$ cat src/rtl/apb_cmd_master.sv
// apb_cmd_master: turns one command at a time into an APB transfer and returns a response.
// Ports:
//   clk, reset                      clock and synchronous active-high reset
//   cmd_valid/cmd_ready             command handshake; cmd_write, cmd_addr, cmd_wdata describe it
//   rsp_valid/rsp_ready             response handshake; rsp_rdata, rsp_err, rsp_timeout carry it
//   sel, enable, write, addr, wdata APB request (PSEL, PENABLE, PWRITE, PADDR, PWDATA)
//   rdata, ready, slverr            APB slave response (PRDATA, PREADY, PSLVERR)
module apb_cmd_master #(
    parameter int addrWidth     = 2,
    parameter int dataWidth     = 8,
    parameter int timeoutCycles = 16
) (
    input  logic                 clk,
    input  logic                 reset,
    input  logic                 cmd_valid,
    output logic                 cmd_ready,
    input  logic                 cmd_write,
    input  logic [addrWidth-1:0] cmd_addr,
    input  logic [dataWidth-1:0] cmd_wdata,
    output logic                 rsp_valid,
    input  logic                 rsp_ready,
    output logic [dataWidth-1:0] rsp_rdata,
    output logic                 rsp_err,
    output logic                 rsp_timeout,
    output logic                 sel,
    output logic                 enable,
    output logic                 write,
    output logic [addrWidth-1:0] addr,
    output logic [dataWidth-1:0] wdata,
    input  logic [dataWidth-1:0] rdata,
    input  logic                 ready,
    input  logic                 slverr
);
    localparam int CW = timeoutCycles > 1 ? $clog2(timeoutCycles) : 1;
    localparam logic [CW-1:0] LAST = CW'(timeoutCycles - 1);

    typedef enum logic [1:0] {IDLE, SETUP, ACCESS, RESP} state_t;

    state_t        state, state_next;
    logic [CW-1:0] wait_cnt;
    logic          expired;

    always_ff @(posedge clk) begin
        state <= reset ? IDLE : state_next;
    end

    always_comb begin
        state_next = state;
        cmd_ready  = state == IDLE;
        sel        = state == SETUP || state == ACCESS;
        enable     = state == ACCESS;
        rsp_valid  = state == RESP;
        // ready on the final wait cycle still completes normally
        expired    = !ready && wait_cnt == LAST;
        case (state)
            IDLE:    state_next = cmd_valid ? SETUP : IDLE;
            SETUP:   state_next = ACCESS;
            ACCESS:  state_next = (ready || expired) ? RESP : ACCESS;
            RESP:    state_next = rsp_ready ? IDLE : RESP;
            default: state_next = IDLE;
        endcase
    end

    always_ff @(posedge clk) begin
        if (reset) begin
            write       <= 1'b0;
            addr        <= '0;
            wdata       <= '0;
            rsp_rdata   <= '0;
            rsp_err     <= 1'b0;
            rsp_timeout <= 1'b0;
            wait_cnt    <= '0;
        end else begin
            if (state == IDLE && cmd_valid) begin
                write <= cmd_write;
                addr  <= cmd_addr;
                wdata <= cmd_wdata;
            end
            if (state == SETUP)
                wait_cnt <= '0;
            if (state == ACCESS) begin
                if (ready) begin
                    rsp_rdata   <= write ? '0 : rdata;
                    rsp_err     <= slverr;
                    rsp_timeout <= 1'b0;
                end else if (expired) begin
                    rsp_rdata   <= '0;
                    rsp_err     <= 1'b1;
                    rsp_timeout <= 1'b1;
                end else begin
                    wait_cnt <= wait_cnt + 1'b1;
                end
            end
        end
    end
endmodule

$ cat config.mk
export PLATFORM = sky130hd
export DESIGN_NAME = apb_cmd_master
export DESIGN_NICKNAME = d
export VERILOG_FILES = /design/src/rtl/apb_cmd_master.sv
export SDC_FILE = /design/constraint.sdc
export NUM_CORES = 1
export LEC_CHECK = 0
export CAP_MARGIN = 25
export CELL_PAD_IN_SITES_DETAIL_PLACEMENT = 1
export CELL_PAD_IN_SITES_GLOBAL_PLACEMENT = 1
export CORE_MARGIN = 4
export CORE_UTILIZATION = 31
export CTS_BUF_LIST = sky130_fd_sc_hd__clkbuf_2
export DETAILED_ROUTE_END_ITERATION = 12
export PLACE_DENSITY = 0.88
export SLEW_MARGIN = 0
export SYNTH_ARGS = -nofsm -noshare
export SYNTH_HDL_FRONTEND = slang
export SYNTH_SLANG_ARGS = --single-unit
$ cat constraint.sdc
create_clock -name clk -period 1.9 [get_ports clk]
set_input_delay 0.38 -clock clk [delete_from_list [all_inputs] [get_ports clk]]
set_output_delay 0.38 -clock clk [all_outputs]
set_load 0.02 [all_outputs]
* After elaboration in Yosys (flattened, before gate mapping) *
Index checks and enable logic that the tools add are counted.

word-level totals
  bits in read-only memories = 0
  memory bits (writable) = 0
  logic and storage cells = 35
  memories kept = 0
  input bits = 25
  register bits = 27
  output and inout bits = 25
  latch bits = 0

cells by class
  order comparisons = 0
  div/mod/pow operators = 0
  equality and inequality tests = 4
  reductions and logical operators = 8
  shifts and indexed selects = 0
  $add $sub $neg = 1
  mux-type cells = 14
  $mul = 0
  bitwise logic cells = 0

operators by type and width
  operator                                       count
  two-way mux 8 bit                              3
  two-way mux 4 bit                              4
  case mux 2 bit (4 select lines)                1
  two-way mux 1 bit                              5
  adder 4 x 1 -> 4 bit, second input constant    1
  == test 2 bit, second input constant           2
  == test 4 bit, second input constant           1
  == test 2 x 1 -> 1 bit, second input constant  1
  logical AND 1 bit                              2
  logical NOT 2 bit                              1
  logical OR 1 bit                               2
  two-way mux 2 bit                              1
  AND reduction 2 bit                            1
  nonzero test 2 bit                             1
  logical NOT 1 bit                              1

* Logic depth before layout (Yosys ltp) *
Gate-level depths: netlist of the first run.

  depth after elaboration = 5
  depth in mapped cells = 6
  mapped depth without buffers = 5

* Least setup slack after synthesis of the first run *
Ideal clock, no wire load.

  path type = register to register
  start point = register wait_cnt[0]
  end point = register state[0]
  buffers on the path = 2
  cell stages (with the launch flop) = 7
  required time = 1.780 ns
  clock period less this slack = 1.481 ns
  arrival = 1.361 ns
  setup slack = 0.419 ns
  setup time = 0.120 ns
  path through = dfxtp_1 ha_1 and3_1 buf_6 o21a_1 buf_6 o31a_1

on the way
  longest elaborated chain between the ends = 5

RTL lines
  item                             line  text
  from (decl)                      40    logic [CW-1:0] wait_cnt;
  from (signal assigned)           91    wait_cnt <= wait_cnt + 1'b1;
  == test 4 bit                    54    expired = !ready && wait_cnt == LAST;
  logical AND 1 bit                54
  logical OR 1 bit                 58    ACCESS: state_next = (ready || expired) ? RESP : ACCESS;
  two-way mux 1 bit                58
  case mux 2 bit (4 select lines)  55    case (state)
  to (signal assigned)             44    state <= reset ? IDLE : state_next;
  to (decl)                        39    state_t state, state_next;

Every way passes these cells.
A chain may end at the register's enable or synchronous reset.

* Worst setup path in the final report of the first run *
  start point = register state[1]
  end point = output port sel

on the way
  longest elaborated chain between the ends = 2
  elaborated cells between the ends (all ways) = 3
  classes of those cells = eq/ne: 2; reduce/logical: 1

RTL lines
  item                                                     line  text
  == test 2 x 1 -> 1 bit or == test 2 bit (tied branches)  50    sel = state == SETUP || state == ACCESS;
  logical OR 1 bit (*)                                     50
  to (decl)                                                25    output logic sel,

Every way passes the cells marked *; elsewhere a longest branch is shown, timed or not.

==> results of run 1 <==
metrics by stage:
| step | total power, µW | util, % | TNS, ns | instance area [µm²] |
|---|---|---|---|---|
| after floorplan | 849.4 | - | 0 | 1194 |
| after detailed placement | 1037 | 46.98 | 0 | 1733 |
| after CTS | 1269 | 47.59 | 0 | 1755 |
| after global placement | 1016 | 46.98 | 0 | 1733 |
| final | 1260 | 47.93 | 0 | 1768 |
| after global routing | 1335 | 47.93 | -0.005745 | 1768 |
power groups by stage:
stage          sequential [µW]  clock (µW)  combinational (µW)
2_1_floorplan              676           0                 174
3_3_place_gp               641           0                 374
3_5_place_dp               645           0                 392
4_1_cts                    637         247                 385
5_1_grt                    643         269                 424
6_report                   636         239                 385
state kept, by name, indices dropped and copies added (netlist names):
name         count
addr             2
rsp_err          1
rsp_rdata        8
rsp_timeout      1
state            2
wait_cnt         4
wdata            8
write            1
final cells by class:
type,count,area [µm²],share of cell area [%]
clock inverter,1,7.507,0.4246
sequential,27,548.0,31.00
tap,48,60.06,3.397
clock buffer,3,15.01,0.8493
inverter,6,22.52,1.274
timing repair buffer,54,524.3,29.65
multi-input combinational,96,590.6,33.40
worst min path at each step:
stage	startpoint	endpoint	slack (ns)	cells past startpoint
floorplan	wait_cnt[0]	wait_cnt[0]	0.47	1
global placement	addr[1]	addr[1]	0.44	2
detailed placement	wdata[6]	wdata[6]	0.45	2
CTS	wdata[6]	wdata[6]	0.48	2
global route	cmd_wdata[5]	wdata[5]	0.48	3
finish	wdata[6]	wdata[6]	0.48	2
cells in the mapped netlist (all sizes together):
library cell and n:
a21o 1, nor2b 2, mux2i 8, nand3 1
o31a 1, nor3b 3, o21a 3, clkbuf 4
inv 6, buf 3, o21ai 2, nor2 2
ha 6, nand4 1, and3 1, and2 1
nand2b 9, a21oi 14, nand2 32, or3 1
a31oi 2, dfxtp 27, o41ai 2, a211o 1
a211oi 3
cell families (layout without fill, tap and decap cells):
family | count (synthesis) | after routing | share of synthesized area (%)
buffers and inverters | 13 | 64 | 5.345
and+or+nand+nor | 53 | 53 | 21.28
AOI/OAI and AO/OA | 29 | 29 | 15.09
adders and majority gates | 6 | 6 | 6.289
DFF | 27 | 27 | 45.28
muxes | 8 | 8 | 6.709
critical path: stages, from the launching register on:
cell                              delay [ns]
sky130_fd_sc_hd__dfxtp_4                0.43
sky130_fd_sc_hd__inv_1                  0.09
sky130_fd_sc_hd__ha_1                   0.28
sky130_fd_sc_hd__clkdlybuf4s15_2        0.26
layer usage:
metal  share of wire [%]  vias up  GRT usage (%)  wire [µm]
met3                 7.6        5          5.180        261
met1                  40      527          15.94       1355
met4                 1.3        0          4.468         44
met5                   0        -              0          0
li1                    -      556              -          -
met2                  52       32          26.65       1766
timing repair:
| action | 4_1_cts | 5_1_grt |
|---|---|---|
| setup buffers | 0 | 1 |
| gates resized for setup | 8 | 6 |
| hold buffers | 0 | 0 |
| endpoints found under the setup margin | 4 | 5 |
==> out/summary.txt, run 1 <==
SETUP PATH
---------------------------------------------------------------------------------
R2R Setup Slk ......................................................      0.36 ns
Kind of end point of the critical path .............................  output port
Type of the worst setup path .......................................   reg -> out
Origin of the worst setup path .....................................     state[1]
Worst EP required ..................................................      1.52 ns
Worst r2r path cells ...............................................            6
Startpoint types ...................................................         flop
Critical-path maximum fanout .......................................            5
Reg-to-reg critical path endpoint ..................................  wait_cnt[3]
Endpoint arrival time on the critical path .........................      1.43 ns
Crit path capture ..................................................          sel
Reg2Reg Launch Point ...............................................     state[0]

FLOORPLANNING
---------------------------------------------------------------------------------
Floorplan row count ................................................           22
Full die area ......................................................     4907 µm²
Initial cell density of the core ...................................       32.36%
Die Height .........................................................     70.05 µm
Placeable Area .....................................................     3689 µm²
Die span in x ......................................................     70.05 µm
Count of boundary I/O pins .........................................           50

ROUTING
---------------------------------------------------------------------------------
First DRT Iteration DRCs ...........................................           32
Post-DR vias/cell ..................................................        4.766
DRC errors left ....................................................            0
DR pass1 iterations ................................................            4
Routed Antenna Nets ................................................            0
Wire length after detailed routing .................................     3.429 mm
Via count ..........................................................        1,120
WL/cell ............................................................     14.59 µm

TIMING
---------------------------------------------------------------------------------
Worst Clk Skew .....................................................   0.01481 ns
Pins Over Slew Limit ...............................................            0
Achievable clock frequency .........................................    551.0 MHz
Tightest Pin Transition ............................................    0.3855 ns
Final number of setup-violating endpoints ..........................            0
Post-route fraction of the period consumed by the critical path ....       95.52%
Max_slew headroom ..................................................       74.30%
Final-report hold violation count ..................................            0
Worst setup slack after layout .....................................   0.08507 ns
Min cycle time layout ..............................................     1.815 ns
Worst Hold Slack ...................................................    0.4754 ns

SYNTH
---------------------------------------------------------------------------------
Part of the Yosys area used for sequential elements ................       45.28%
Net count after synthesis ..........................................          167
Post-Synthesis Cells ...............................................          136
Yosys warning count ................................................            0
Synthesized area ...................................................     1194 µm²
Synth cell types ...................................................           27
#FFs+latches synth .................................................           27
Avg Inst Size Synth ................................................    8.777 µm²
Cell taking the most area after synthesis .......................... sky130_fd_sc_hd__dfxtp_1
Top cells by area in the synthesized netlist ....................... sky130_fd_sc_hd__dfxtp_1 (45%), sky130_fd_sc_hd__nand2_1 (10%), sky130_fd_sc_hd__mux2i_1 (6.7%)
Share of the synthesized area in the top cell type .................       45.28%

POWER AND IR DROP
---------------------------------------------------------------------------------
Worst ir drop on vdd ...............................................     514.6 µV
Comb power frac ....................................................        30.6%
Fraction of power consumed by sequential logic .....................        50.5%
Net switching power of the design ..................................     419.6 µW
Lkg Pwr ............................................................ 0.0006719 µW
Cell Int Power .....................................................     840.1 µW
Net switching fraction of the power ................................       33.31%
PwrDens ............................................................ 712.5 nW/µm²
Clk network pwr share ..............................................        18.9%

CLOCKING
---------------------------------------------------------------------------------
Clock Tree Buf Depth ...............................................            2
Number of clock sinks ..............................................           27
Number of buffers inserted during clock tree synthesis .............            3
Clock tree from TritonCTS ..........................................         done
Clock Pin Slew Worst Setup and Hold Paths ..........................      0.26 ns
Clock latency of the later-clocked register in the worst-skew pair .      0.39 ns
Clk root buf ....................................................... sky130_fd_sc_hd__clkbuf_2
Number of levels in the clock H-tree ...............................            1

FINISH
---------------------------------------------------------------------------------
Fill cell count ....................................................          443
Fraction of layout cells with a size suffix above 1 ................       8.021%
Number of nets in the finished design ..............................          219
Commonest non-fill, non-tap cell in the layout ..................... sky130_fd_sc_hd__clkdlybuf4s50_1
P&R area growth vs syn .............................................       48.11%
Total inserted antenna cells .......................................            0
Post-route insts no fill ...........................................          235
Most frequent cells in the layout .................................. sky130_fd_sc_hd__clkdlybuf4s50_1 (44), sky130_fd_sc_hd__nand2_1 (32), sky130_fd_sc_hd__dfxtp_1 (25)

OUTCOME
---------------------------------------------------------------------------------
Outcome ............................................................ finished, final reports clean

PLACE
---------------------------------------------------------------------------------
HPWL after DPL .....................................................     2.696 mm
Placement Setup Slack ..............................................    0.1212 ns
Final weighted congestion in routability-driven placement ..........       0.8225
DP Cell Count ......................................................          230
Count of buffers from port buffering ...............................           49

GLOBAL ROUTE
---------------------------------------------------------------------------------
Wire length of the first global-routing pass .......................     5.947 mm
Number of global-route vias before repair ..........................        1,270
Total track usage ..................................................       14.72%
Maximum number of pins on one net before global-route repair .......           20
Overflow left after global routing .................................            0
Initial antenna violation count ....................................            0

RUN
---------------------------------------------------------------------------------
Max Cap Viol .......................................................            0

HOLD PATH
---------------------------------------------------------------------------------
Worst hold path class ..............................................   reg -> reg

No activity file was read; power rests on OpenSTA's default activity.
==> inputs of run 2 (changes only) <==
Settings changed: CORE_UTILIZATION 31 to 34, PLACE_DENSITY 0.88 to 0.94, SETUP_SLACK_MARGIN set to 0.05.
Clock period 1.9 ns to 2.3 ns, I/O delays scaled along.
==> run 2 against run 1 <==
  * Wire length decreased by 6.0%
  * Critical path depth unchanged
  * Via count decreased by 0.54%
  * Combinational power decreased by 19%
  * Sequential share of layout area increased by 0.32 points
  * Worst setup slack improved by 0.019 ns
  * Global-route usage increased by 0.68 points
  * Core utilization increased by 3.9 points
  * Clock power decreased by 22%
  * Count of clock-buffer cells in the layout increased by 1
==> out/summary.txt, run 2 (synthesized netlist as in run 1, its figures left out) <==
OUTCOME
---------------------------------------------------------------------------------
Outcome ............................................................ finished, final reports clean

TIMING
---------------------------------------------------------------------------------
Final-layout setup total negative slack ............................         0 ns   unchanged
Min cycle time layout ..............................................     2.196 ns
Tightest Pin Transition ............................................    0.5400 ns   +0.1544 ns
Final-report hold violation count ..................................            0   unchanged
Worst Clk Skew .....................................................   0.01143 ns   -0.003375 ns
Final number of setup-violating endpoints ..........................            0   unchanged
Setup repair after global routing missed its margin ................          yes
Post-route fraction of the period consumed by the critical path ....       95.48%
Pins Over Slew Limit ...............................................            0   unchanged
Max_slew headroom ..................................................       63.84%   -10 points
Achievable clock frequency .........................................    455.4 MHz

ROUTING
---------------------------------------------------------------------------------
DR pass1 iterations ................................................            2   -2
Wire length after detailed routing .................................     3.224 mm   -6.0%
Via count ..........................................................        1,114   -0.54%
Post-DR vias/cell ..................................................        4.843   +1.6%
DRC errors left ....................................................            0   unchanged
First DRT Iteration DRCs ...........................................           38   +19%
Routed Antenna Nets ................................................            0   unchanged
WL/cell ............................................................     14.02 µm   -3.9%

PLACE
---------------------------------------------------------------------------------
Placement-stage cell area ..........................................     1715 µm²   -1.0%
Final weighted congestion in routability-driven placement ..........       0.8306   +0.98%
HPWL after DPL .....................................................     2.562 mm   -5.0%
Count of buffers from port buffering ...............................           49   unchanged

FLOORPLANNING
---------------------------------------------------------------------------------
Full die area ......................................................     4523 µm²   -7.8%
Floorplan row count ................................................           21   -4.5%
Initial cell density of the core ...................................       35.49%   +3.1 points
Placeable Area .....................................................     3363 µm²   -8.8%
Die span in x ......................................................     67.25 µm   -4.0%
Count of boundary I/O pins .........................................           50   unchanged
Die Height .........................................................     67.25 µm   -4.0%

CLOCKING
---------------------------------------------------------------------------------
Number of buffers inserted by post-CTS setup repair ................            0   unchanged
Number of buffers inserted during clock tree synthesis .............            3   unchanged
Number of clock sinks ..............................................           27   unchanged
Clk root buf ....................................................... sky130_fd_sc_hd__clkbuf_2
Clock Pin Slew Worst Setup and Hold Paths ..........................      0.26 ns   about the same
Clock tree from TritonCTS ..........................................         done
Clock Tree Buf Depth ...............................................            2   unchanged
Number of levels in the clock H-tree ...............................            1   unchanged
Clock latency of the later-clocked register in the worst-skew pair .      0.36 ns   -0.03 ns

SETUP PATH
---------------------------------------------------------------------------------
Type of the worst setup path .......................................   reg -> out
R2R Setup Slk ......................................................      0.56 ns   +0.20 ns
Startpoint types ...................................................         flop
Reg-to-reg critical path endpoint .................................. rsp_rdata[6]
Kind of end point of the critical path .............................  output port
Endpoint arrival time on the critical path .........................      1.74 ns   +0.31 ns
Reg2Reg Launch Point ...............................................  wait_cnt[0]
Critical-path maximum fanout .......................................            4   -1
Worst r2r path cells ...............................................            4   -2
Worst EP required ..................................................      1.84 ns   +0.32 ns

FINISH
---------------------------------------------------------------------------------
Fraction of layout cells with a size suffix above 1 ................       4.891%   -3.1 points
Commonest non-fill, non-tap cell in the layout ..................... sky130_fd_sc_hd__clkdlybuf4s50_1
P&R area growth vs syn .............................................       45.91%
Most frequent cells in the layout .................................. sky130_fd_sc_hd__clkdlybuf4s50_1 (47), sky130_fd_sc_hd__nand2_1 (32), sky130_fd_sc_hd__dfxtp_1 (25)
Number of nets in the finished design ..............................          216   -1.4%
Area of all sequential standard cells ..............................    545.5 µm²   -0.46%
Multi-input combinational cell area ................................    589.3 µm²   -0.21%
Top flop regs ...................................................... rsp_rdata x8, wdata x8, wait_cnt x4
Total inserted antenna cells .......................................            0   unchanged
Fill cell count ....................................................          425   -4.1%
Final cell area excluding filler cells .............................     1742 µm²   -1.5%

GLOBAL ROUTE
---------------------------------------------------------------------------------
Initial antenna violation count ....................................            0   unchanged
Number of global-route vias before repair ..........................        1,195   -5.9%
Maximum number of pins on one net before global-route repair .......           20   unchanged
Total track usage ..................................................       15.40%   +0.68 points
Wire length of the first global-routing pass .......................     5.271 mm   -11%
Overflow left after global routing .................................            0   unchanged

HOLD PATH
---------------------------------------------------------------------------------
Destination of the worst hold path .................................     wdata[4]
Cell count of the worst hold path ..................................            2   unchanged
Worst Min Path Start ...............................................     wdata[4]
Worst hold path class ..............................................   reg -> reg

RUN
---------------------------------------------------------------------------------
Max Cap Viol .......................................................            0   unchanged

POWER AND IR DROP
---------------------------------------------------------------------------------
Lkg Pwr ............................................................ 0.0006435 µW   -4.2%
PwrDens ............................................................ 586.4 nW/µm²   -18%
Worst ir drop on vdd ...............................................     262.3 µV   -49%

==> run 2: routing by layer <==
metal  track usage, %  vias to the layer above  wire length, µm
met5                0                        -                0
met4            5.316                        0               39
met3            7.987                        6              330
met2            27.85                       33             1680
met1            14.91                      526             1174
li1                 -                      549                -
==> run 2: report_power, final <==
group          total (µW)  switching [µW]  internal, µW  leakage, µW
registers             524            21.6           503     0.000221
clock network         187             141          45.9    0.0000166
logic                 310             161           149     0.000406
total                1020             323           698     0.000643
==> run 2: per-stage QoR <==
step                power (µW)  cells  hold slack [ns]  setup WS, ns  utilization (%)
finish                    1021    230           0.4728        0.1039            51.79
global route              1094    230           0.5039      -0.01495            51.79
CTS                       1037    230           0.4762       0.06984            51.64
detailed placement       848.7    226           0.4498        0.3654            51.00
global placement         834.4    226           0.4424        0.4532            51.00
floorplan                701.7    136           0.4667        0.8192                -
==> run 2: critical path, stage by stage (launching register included) <==
cell and delay, ns:
sky130_fd_sc_hd__dfxtp_2 0.42, sky130_fd_sc_hd__inv_1 0.08, sky130_fd_sc_hd__ha_1 0.28, sky130_fd_sc_hd__clkdlybuf4s50_1 0.59
==> run 2: how the worst max path moves through the flow <==
stage                start            to  slack, ns  cells after the start
3_5_place_dp         ready  rsp_rdata[5]       0.37                      4
3_3_place_gp         ready  rsp_rdata[4]       0.45                      3
6_report          state[0]           sel       0.10                      3
4_1_cts           state[1]           sel       0.07                      3
5_1_grt           state[1]           sel      -0.01                      3
2_1_floorplan  wait_cnt[0]      state[0]       0.82                      6
==> run 2: cell type report <==
type | instances | share of cell area (%)
Clock buffer | 4 | 1.149
Inverter | 6 | 1.293
Multi-Input combinational cell | 96 | 33.84
Sequential cell | 27 | 31.32
Tap cell | 46 | 3.305
Timing Repair Buffer | 51 | 29.09
==> run 2: repair_timing <==
item,4_1_cts,5_1_grt
gates resized for setup,3,2
setup endpoints to repair,2,2
hold buffers,0,0
==> inputs of run 3 (changes only) <==
Settings changed: CTS_CLUSTER_SIZE set to 20.
==> results of run 3 <==
No change in the layout: final DEF, timing and power equal those of run 2.
